File: config.mk
export PLATFORM = sky130hd
export DESIGN_NAME = word_clip_queue
export DESIGN_NICKNAME = d
export VERILOG_FILES = /design/src/rtl/word_clip_pkg.sv /design/src/rtl/word_clip_qualify.sv /design/src/rtl/word_clip_queue.sv
export SDC_FILE = /design/constraint.sdc
export NUM_CORES = 1
export LEC_CHECK = 0
export BUFFER_PORTS_ARGS = -buffer_cell sky130_fd_sc_hd__buf_2
export CELL_PAD_IN_SITES_DETAIL_PLACEMENT = 0
export CELL_PAD_IN_SITES_GLOBAL_PLACEMENT = 1
export CORE_UTILIZATION = 40
export CTS_CLUSTER_SIZE = 10
export DETAILED_ROUTE_END_ITERATION = 6
export GPL_ROUTABILITY_DRIVEN = 0
export PLACE_DENSITY_LB_ADDON = 0.1
export SLEW_MARGIN = 20
export SYNTH_ARGS = -nofsm -noshare
export SYNTH_HDL_FRONTEND = slang
export SYNTH_SLANG_ARGS = --single-unit
File: constraint.sdc
create_clock -name iclk -period 20.1 [get_ports iclk]
set_clock_uncertainty 0.15 [all_clocks]
set_input_delay 5.025 -clock iclk [delete_from_list [all_inputs] [get_ports iclk]]
set_output_delay 5.025 -clock iclk [all_outputs]
set_load 0.1 [all_outputs]
File: src/rtl/word_clip_pkg.sv
`default_nettype none
// ----------------------------------------------------------------------------
// word_clip_pkg : shared types for the word segment queue
// Revision      : 1.0
// ----------------------------------------------------------------------------

// Packages cannot take parameters, so the segment struct is built per-width here.
`define WORD_CLIP_SEG_T(W) struct packed { logic [(W)-1:0] start_addr; logic [(W)-1:0] end_addr; }

package word_clip_pkg;

    typedef enum logic [1:0] {
        QUAL_REJECT = 2'd0,
        QUAL_MERGE  = 2'd1,
        QUAL_PUSH   = 2'd2
    } qual_t;

    function automatic logic is_decision(input logic [1:0] value, input qual_t kind);
        return value == kind;
    endfunction

endpackage

`default_nettype wire

File: src/rtl/word_clip_qualify.sv
`default_nettype none
// ----------------------------------------------------------------------------
// word_clip_qualify : length check, clamp and merge decision for one word
// Revision          : 1.0
// ----------------------------------------------------------------------------
module word_clip_qualify
    import word_clip_pkg::*;
#(
    parameter int ADDR_W    = 32,
    parameter int MIN_LEN   = 1,
    parameter int MAX_LEN   = 16000,
    parameter int MERGE_EN  = 1,
    parameter int MERGE_GAP = 0
) (
    input  logic [ADDR_W-1:0] in_start,
    input  logic [ADDR_W-1:0] in_end,
    input  logic [ADDR_W-1:0] tail_start,
    input  logic [ADDR_W-1:0] tail_end,
    input  logic              tail_valid,
    output logic [1:0]        decision,
    output logic [ADDR_W-1:0] final_end,
    output logic              clamp
);

    localparam int EXT_W = ADDR_W + 1;

    logic [EXT_W-1:0]  start_x;
    logic [EXT_W-1:0]  end_x;
    logic [EXT_W-1:0]  tail_start_x;
    logic [EXT_W-1:0]  tail_end_x;
    logic [EXT_W-1:0]  word_len;
    logic [EXT_W-1:0]  merge_reach;
    logic [EXT_W-1:0]  merge_lim_x;
    logic [ADDR_W-1:0] merge_lim;
    logic [ADDR_W-1:0] merge_max;
    logic [ADDR_W-1:0] push_lim;
    logic              reversed;
    logic              merge_hit;

    assign start_x      = {1'b0, in_start};
    assign end_x        = {1'b0, in_end};
    assign tail_start_x = {1'b0, tail_start};
    assign tail_end_x   = {1'b0, tail_end};

    // Comparisons use the extended width; the clamp limits are only emitted
    // when smaller than a value that fits, so ADDR_W bits are exact there.
    assign word_len    = end_x - start_x + EXT_W'(1);
    assign merge_reach = tail_end_x + EXT_W'(MERGE_GAP) + EXT_W'(1);
    assign merge_lim_x = tail_start_x + EXT_W'(MAX_LEN) - EXT_W'(1);
    assign merge_lim   = tail_start + ADDR_W'(MAX_LEN - 1);
    assign push_lim    = in_start + ADDR_W'(MAX_LEN - 1);
    assign merge_max   = (in_end > tail_end) ? in_end : tail_end;

    assign reversed  = end_x < start_x;
    assign merge_hit = (MERGE_EN != 0) && tail_valid &&
                       (start_x >= tail_start_x) && (start_x <= merge_reach);

    always_comb begin
        decision  = QUAL_REJECT;
        final_end = in_end;
        clamp     = 1'b0;
        if (reversed) begin
            decision = QUAL_REJECT;
        end else if (merge_hit) begin
            decision = QUAL_MERGE;
            if ({1'b0, merge_max} > merge_lim_x) begin
                final_end = merge_lim;
                clamp     = 1'b1;
            end else begin
                final_end = merge_max;
            end
        end else if (word_len < EXT_W'(MIN_LEN)) begin
            decision = QUAL_REJECT;
        end else begin
            decision = QUAL_PUSH;
            if (word_len > EXT_W'(MAX_LEN)) begin
                final_end = push_lim;
                clamp     = 1'b1;
            end
        end
    end

endmodule

`default_nettype wire

File: src/rtl/word_clip_queue.sv
`default_nettype none
// ----------------------------------------------------------------------------
// word_clip_queue : DEPTH-entry queue of word segments with merge/clamp/drop
// Revision        : 1.0
// ----------------------------------------------------------------------------
module word_clip_queue
    import word_clip_pkg::*;
#(
    parameter int ADDR_W    = 32,
    parameter int DEPTH     = 4,
    parameter int MIN_LEN   = 1,
    parameter int MAX_LEN   = 16000,
    parameter int MERGE_EN  = 1,
    parameter int MERGE_GAP = 0
) (
    input  logic                         iclk,
    input  logic                         irstn,
    input  logic                         ivalid,
    input  logic [ADDR_W-1:0]            istart_addr,
    input  logic [ADDR_W-1:0]            iend_addr,
    output logic                         orts,
    output logic [ADDR_W-1:0]            ostart_addr,
    output logic [ADDR_W-1:0]            oend_addr,
    input  logic                         irtr,
    output logic [$clog2(DEPTH+1)-1:0]   ocount,
    output logic                         odrop,
    output logic                         oclamp,
    output logic                         ooverflow
);

    localparam int PTR_W = $clog2(DEPTH);
    localparam int CNT_W = $clog2(DEPTH + 1);

    typedef `WORD_CLIP_SEG_T(ADDR_W) clip_seg_t;

    clip_seg_t         mem [DEPTH];
    logic [PTR_W-1:0]  rd_ptr;
    logic [PTR_W-1:0]  wr_ptr;
    logic [PTR_W-1:0]  tail_ptr;
    logic [PTR_W-1:0]  rd_next;
    logic [PTR_W-1:0]  wr_idx;
    logic [CNT_W-1:0]  count_next;
    logic [1:0]        decision;
    logic [ADDR_W-1:0] final_end;
    logic              qual_clamp;
    logic              pop;
    logic              full;
    logic              tail_valid;
    logic              want_push;
    logic              do_push;
    logic              do_merge;
    logic              overflow_now;
    logic              wr_en;
    clip_seg_t         wr_seg;
    clip_seg_t         head_next;

    assign orts     = (ocount != '0);
    assign pop      = orts && irtr;
    assign full     = (ocount == CNT_W'(DEPTH));
    assign tail_ptr = wr_ptr - PTR_W'(1);

    // A single entry leaving this cycle cannot absorb the incoming word.
    assign tail_valid = orts && !(pop && (ocount == CNT_W'(1)));

    word_clip_qualify #(
        .ADDR_W    (ADDR_W),
        .MIN_LEN   (MIN_LEN),
        .MAX_LEN   (MAX_LEN),
        .MERGE_EN  (MERGE_EN),
        .MERGE_GAP (MERGE_GAP)
    ) u_qualify (
        .in_start   (istart_addr),
        .in_end     (iend_addr),
        .tail_start (mem[tail_ptr].start_addr),
        .tail_end   (mem[tail_ptr].end_addr),
        .tail_valid (tail_valid),
        .decision   (decision),
        .final_end  (final_end),
        .clamp      (qual_clamp)
    );

    assign do_merge     = ivalid && is_decision(decision, QUAL_MERGE);
    assign want_push    = ivalid && is_decision(decision, QUAL_PUSH);
    assign do_push      = want_push && (!full || pop);
    assign overflow_now = want_push && full && !pop;

    assign wr_en             = do_push || do_merge;
    assign wr_idx            = do_merge ? tail_ptr : wr_ptr;
    assign wr_seg.start_addr = do_merge ? mem[tail_ptr].start_addr : istart_addr;
    assign wr_seg.end_addr   = final_end;

    // The head registers must see this cycle's write when it lands on the
    // entry that will be at the head after the pop.
    assign rd_next   = pop ? (rd_ptr + PTR_W'(1)) : rd_ptr;
    assign head_next = (wr_en && (wr_idx == rd_next)) ? wr_seg : mem[rd_next];

    always_comb begin
        count_next = ocount;
        if (do_push && !pop) begin
            count_next = ocount + CNT_W'(1);
        end else if (!do_push && pop) begin
            count_next = ocount - CNT_W'(1);
        end
    end

    always_ff @(posedge iclk or negedge irstn) begin
        if (!irstn) begin
            for (int i = 0; i < DEPTH; i++) begin
                mem[i] <= '0;
            end
            rd_ptr      <= '0;
            wr_ptr      <= '0;
            ocount      <= '0;
            ostart_addr <= '0;
            oend_addr   <= '0;
            odrop       <= 1'b0;
            oclamp      <= 1'b0;
            ooverflow   <= 1'b0;
        end else begin
            if (wr_en) begin
                mem[wr_idx] <= wr_seg;
            end
            if (do_push) begin
                wr_ptr <= wr_ptr + PTR_W'(1);
            end
            rd_ptr      <= rd_next;
            ocount      <= count_next;
            ostart_addr <= head_next.start_addr;
            oend_addr   <= head_next.end_addr;
            odrop       <= ivalid && is_decision(decision, QUAL_REJECT);
            oclamp      <= (do_merge || want_push) && qual_clamp;
            ooverflow   <= overflow_now;
        end
    end

endmodule

`default_nettype wire

After elaboration in Yosys (flattened, before gate mapping)
Cells that the tools add are included.
{ "word_totals": {"register_bits": 330, "out_inout_bits": 71, "elab_cells": 102} }
{ "classes": {"addsub": 12, "n_lt_le_gt_ge": 11, "n_eq_ne": 5, "mux": 29, "bitwise": 3, "n_reduce_logical": 26} }
{ "op_table": {"columns": ["operator", "n"], "rows": [
  ["$mux W64", 6],
  ["$bmux W64 S2", 2],
  ["$bwmux W256", 1],
  ["$mux W32", 7],
  ["$demux W64 S2", 1],
  ["$add A32 B14 Y32 const B", 2],
  ["$add A32 B1 Y33 const B", 1],
  ["$add A32 B14 Y33 const B", 1],
  ["$add A33 B1 Y33 const B", 1],
  ["$gt A32 B33 Y1", 1],
  ["$gt A33 B14 Y1 const B", 1],
  ["$le A32 B33 Y1", 1],
  ["$lt A33 B1 Y1 const B", 1],
  ["$sub A32 B32 Y33", 1],
  ["$sub A33 B1 Y33 const B", 1],
  ["$ge A32 B32 Y1", 1],
  ["$gt A32 B32 Y1", 1],
  ["$lt A32 B32 Y1", 1],
  ["$logic_and A1 B1 Y1", 16],
  ["$mux W2", 5],
  ["$ge A3 B3 Y1 const B", 3],
  ["$not A2 Y3", 3],
  ["$mux W3", 2],
  ["$mux W1", 5],
  ["other kinds (15)", 21]
]} }

Depth between registers and ports, before layout
{ "depth": {"ltp_word": 19, "ltp_mapped": 35} }

Cells and area by module
From an unflattened synthesis, not the netlist that was laid out.
{ "unflattened": {"cells_unflattened": 2476, "area_unflattened_um2": 25374.3} }
{ "by_module_without_submodules": {"columns": ["mod", "n_inst", "cells_per_inst", "area_each_um2", "seq_area_each_um2"], "rows": [
  ["word_clip_queue", 1, 1105, 15705.1, 8257.9],
  ["word_clip_qualify", 1, 1371, 9669.3, 0.0]
]} }

Worst setup path before layout
OpenSTA, ideal clock, no wires.
{ "synth_path": {"path_kind": "input to register", "startpoint": "in iend_addr[23]", "endpoint": "reg mem[193] in the netlist's numbering", "setup_time_ns": 0.125, "arrival_time_ns": 9.670, "required_time_ns": 19.825, "slack_ns": 10.156, "path_stages": 23, "n_path_buf": 5, "cell_sequence": "ha_1 nand4_1 nor4_1 o21ai_0 a31oi_1 o41a_1 o31a_1 clkbuf_1 buf_1 mux2_2 ha_1 and2_0 a221o_1 a221oi_1 o21ai_0 a211oi_1 nor3_2 buf_4 buf_6 buf_4 o211ai_1 o221ai_2 mux2_2"} }
{ "synth_via": {"elab_chain_cells": 15} }
{ "synth_rtl": {"columns": ["item", "line_no", "source"], "rows": [
  ["start, declared", "word_clip_queue.sv:20", "input logic [ADDR_W-1:0] iend_addr,"],
  ["$sub A32 B32 Y33", "word_clip_qualify.sv:47", "assign word_len = end_x - start_x + EXT_W'(1);"],
  ["$add A33 B1 Y33", "word_clip_qualify.sv:47", null],
  ["$lt A33 B1 Y1", "word_clip_qualify.sv:72", "end else if (word_len < EXT_W'(MIN_LEN)) begin"],
  ["$mux W2", "word_clip_qualify.sv:72", null],
  ["$mux W2", "word_clip_qualify.sv:64", "end else if (merge_hit) begin"],
  ["$mux W2", "word_clip_qualify.sv:62", "if (reversed) begin"],
  ["$eq A2 B1 Y1", "word_clip_pkg.sv:19", "return value == kind;"],
  ["$logic_and A1 B1 Y1", "word_clip_queue.sv:82", "assign do_merge = ivalid && is_decision(decision, QUAL_MERGE);"],
  ["$mux W2", "word_clip_queue.sv:88", "assign wr_idx = do_merge ? tail_ptr : wr_ptr;"],
  ["$not A2 Y3 (implied by the code)", "word_clip_queue.sv:121", "mem[wr_idx] <= wr_seg;"],
  ["$ge A3 B3 Y1 (implied by the code) / $lt A3 B1 Y1 (equally long branches)", "word_clip_queue.sv:121", null],
  ["$logic_and A1 B1 Y1 (implied by the code)", "word_clip_queue.sv:121", null],
  ["$mux W64 (implied by the code)", "word_clip_queue.sv:121", null],
  ["$demux W64 S2", "word_clip_queue.sv:121", null],
  ["$bwmux W256", "word_clip_queue.sv:121", null],
  ["end signal, assigned by index", "word_clip_queue.sv:121", null],
  ["end, declared", "word_clip_queue.sv:36", "clip_seg_t mem [DEPTH];"]
]} }
Parallel ways exist; a longest one is shown, timed or not.
A chain may end at the register's enable or synchronous reset.

==> impl_metrics.toml <==
[run_status]
outcome = "complete, no violations"

[grt]
track_usage_pct = 26.9
initial_antenna_violation_count = 1
overflow = 0
grt_first_pass_wirelength_um = 128000
grt_pass1_vias = 19486
grt_start_max_net_pins = 92

[sta]
worst_hold_slack_ns = 0.365
actual_slew_at_the_worst_max_slew_pin_ns = 1.05
hold_viol = 0
timing.final.crit_share_pct = 56.4
setup_viol = 0
drv_slew = 0
relSlewSlack_pct = 30.0
grt_setup_unrepaired = "no"
post_route_minimum_period_ns = 11.33
setup_total_negative_slack_ns = 0
clock.fmax_ghz = 0.0883

[route]
via_to_cell_ratio = 5.91
dr_wl_met2_um = 40800
wl_per_cell_um = 26.4
wl_um = 85500
wl_met3_um = 4120
drt_first_iter_violations = 1288
detail_route.drc_violations = 0
top_layer = "met4"
via_count = 19161
drt-pass1-iter-count = 5
routedLengthMet1_um = 38400
final_antenna_net_count = 0

[layout]
nets = 2669
post_layout_cell_count = 3242
layout.cells.most_common_list = "sky130_fd_sc_hd__dfrtp_1, sky130_fd_sc_hd__mux2_2, sky130_fd_sc_hd__ha_1"
n_fill_cell = 5891
post_route_cells_drive_above_1_share_pct = 26.2
layout.cells.most_common = "sky130_fd_sc_hd__dfrtp_1"
area_growth_pct = 9.98

[die]
fp.dieArea_sq_mm = 0.0641
die_w_um = 253
die_y_um = 253
design.core.area_sq_mm = 0.0621
top_level_ports = 139
initial_core_util_pct = 40.7
std_cell_rows = 91

[clocking]
postCtsSetupBuffers = 0
cts_buffer_depth = 3
total_clock_buffers_created_by_cts = 41
clk_latency_ns = 0.57
cts.repair.resized = 0
clk_pin_slew_worst_paths_ns = 0.05
holdBufCountCts = 0
cts_sinks = 330
ctsHtreeMaxLevel = 2
root_buffer_cell = "sky130_fd_sc_hd__clkbuf_16"
cts_tree = "done"

[setup_path]
critPathMaxFanout = 49
critical-path-slowest-cell = "sky130_fd_sc_hd__o31a_2"
reg2regPathDepth = 23
crit_path_start_kind = "primary input"
cp_cell_sequence = "buf_2 -> ha_1 -> nand4_1 -> nor4_1 -> o21ai_0 -> a31oi_1 -> o41a_1 -> o31a_2 -> mux2_2 -> ha_1 -> nand4_1 -> nor4_1 -> a21oi_1 -> a21oi_1 -> a211oi_1 -> nor3_4 -> buf_4 -> nand2_1 -> o21a_1 -> o21ai_0 -> o211ai_1 -> mux2_1"
worstPathRequired_ns = 20.38
crit_path_max_incr_delay_ns = 0.82
timing.critical_path.to_type = "flip-flop"
worstSetupPathType = "in -> reg"
arrival_ns = 11.61

[synthesis]
yosys.area.top_type = "sky130_fd_sc_hd__dfrtp_1"
synthesized_net_count = 2562
yosys_most_used_dff = "sky130_fd_sc_hd__dfrtp_1"
number_of_flops_mapped_to_enable_cells_by_yosys = 0
seq_area_frac_synth_pct = 32.7
yosysWarningCount = 0
ys_top_cells_by_area = "sky130_fd_sc_hd__dfrtp_1, sky130_fd_sc_hd__mux4_2, sky130_fd_sc_hd__mux2_2, sky130_fd_sc_hd__ha_1, sky130_fd_sc_hd__mux2_1"
synth-async-reset-ratio_pct = 100
mean_instance_size_in_the_synthesized_netlist_sq_um = 11.1
synthCells = 2277
synth_top_area_share_pct = 32.7
yosys_register_bits = 330
synth_cell_type_count = 97
post_synth_instance_area_sq_mm = 0.0252

[job]
drv.max_cap_violation_count = 0

[place]
dp_cells = 3178
hpwl_um = 63900
port_buffers = 138

[min_path]
timing.hold.worst.class = "reg -> reg"
whs_path_depth = 1
flip-flops by register name, summed over array words and instances, names as in the netlist:
| signal | flops |
|---|---|
| mem | 256 |
| oend_addr | 32 |
| ostart_addr | 32 |
| ocount | 3 |
| rd_ptr | 2 |
| wr_ptr | 2 |
| oclamp | 1 |
| odrop | 1 |
| ooverflow | 1 |
cell families (layout without fill, tap and decap cells):
logic type / after synthesis / in the layout / share of synthesized area [%]
and+or+nand+nor: 508 / 508 / 10.3
AOI/OAI and AO/OA: 363 / 363 / 9.58
other: 0 / 1 / 0
buffers and inverters: 268 / 395 / 5.32
DFF: 330 / 330 / 32.7
muxes: 484 / 484 / 27.2
adders and majority gates: 217 / 217 / 11.2
xor gates and xnor gates: 107 / 107 / 3.71
final timing paths:
| path | slack [ns] | startpoint | end |
|---|---|---|---|
| max | 8.77 | iend_addr[20] | oend_addr[14]$_DFF_PN0_ |
| min | 0.36 | mem[24]$_DFFE_PN0P_ | mem[24]$_DFFE_PN0P_ |
| max reg2reg | 11.60 | wr_ptr[0]$_DFFE_PN0P_ | mem[237]$_DFFE_PN0P_ |
| min reg2reg | 0.36 | mem[24]$_DFFE_PN0P_ | mem[24]$_DFFE_PN0P_ |
| max in group asynchronous | 13.15 | irstn | ostart_addr[26]$_DFF_PN0_ |
| min in group asynchronous | 4.33 | irstn | mem[70]$_DFFE_PN0P_ |
stage by stage:
step | utilization [%] | area [sq um] | setup slack (ns)
2_1_floorplan | - | 25200 | 10.16
5_1_grt | 44.7 | 27800 | 8.49
3_5_place_dp | 42.7 | 26500 | 8.24
3_3_place_gp | 42.7 | 26500 | 8.28
4_1_cts | 44.7 | 27800 | 8.84
6_report | 44.7 | 27800 | 8.77
cell usage after synthesis (11+ instances only):
cell	count
sky130_fd_sc_hd__mux2_2	224
sky130_fd_sc_hd__clkbuf_1	26
sky130_fd_sc_hd__nor2b_1	20
sky130_fd_sc_hd__a21o_1	20
sky130_fd_sc_hd__nand2_1	164
sky130_fd_sc_hd__mux2_1	87
sky130_fd_sc_hd__buf_4	24
sky130_fd_sc_hd__o21a_1	14
sky130_fd_sc_hd__nor4_1	11
sky130_fd_sc_hd__nand2b_1	11
sky130_fd_sc_hd__and2_1	19
sky130_fd_sc_hd__buf_2	20
sky130_fd_sc_hd__nand4_1	47
sky130_fd_sc_hd__dfrtp_1	330
sky130_fd_sc_hd__nor2_1	90
sky130_fd_sc_hd__mux4_2	128
sky130_fd_sc_hd__nor3_1	33
sky130_fd_sc_hd__o21ai_1	34
sky130_fd_sc_hd__o21ai_0	84
sky130_fd_sc_hd__buf_6	19
sky130_fd_sc_hd__o211ai_1	11
sky130_fd_sc_hd__xnor2_1	97
sky130_fd_sc_hd__a21oi_1	91
sky130_fd_sc_hd__mux2i_1	41
sky130_fd_sc_hd__and4_1	15
sky130_fd_sc_hd__nand3_1	43
sky130_fd_sc_hd__fa_1	16
sky130_fd_sc_hd__inv_1	168
sky130_fd_sc_hd__ha_1	201
sky130_fd_sc_hd__o221a_2	21
metal layers:
layer / global-route usage (%) / vias up
li1: - / 8639
met1: 37.2 / 9851
met2: 44.4 / 561
met3: 3.29 / 110
met4: 7.45 / 0
met5: 0 / -
area by class of cell:
cell class,count,area [sq um],area share [%]
Multi-Input combinational cell,1679,15700,56.5
Sequential cell,330,8270,29.8
Clock buffer,61,1210,4.37
Tap cell,837,1050,3.77
Timing Repair Buffer,162,881,3.17
Inverter,170,638,2.30
Clock inverter,2,17.5,0.0631
Antenna cell,1,2.50,0.00901
critical path, delay by kind of cell:
kind	cells	cell delay (ns)
fa+ha+maj	2	0.61
buf+inv	2	0.71
compound gates	10	2.28
mux	2	0.81
simple gates	6	2.17
Power is left out: the tool's default activity adds up to more than one toggle a clock period on the data nets, which glitch-free logic cannot reach.
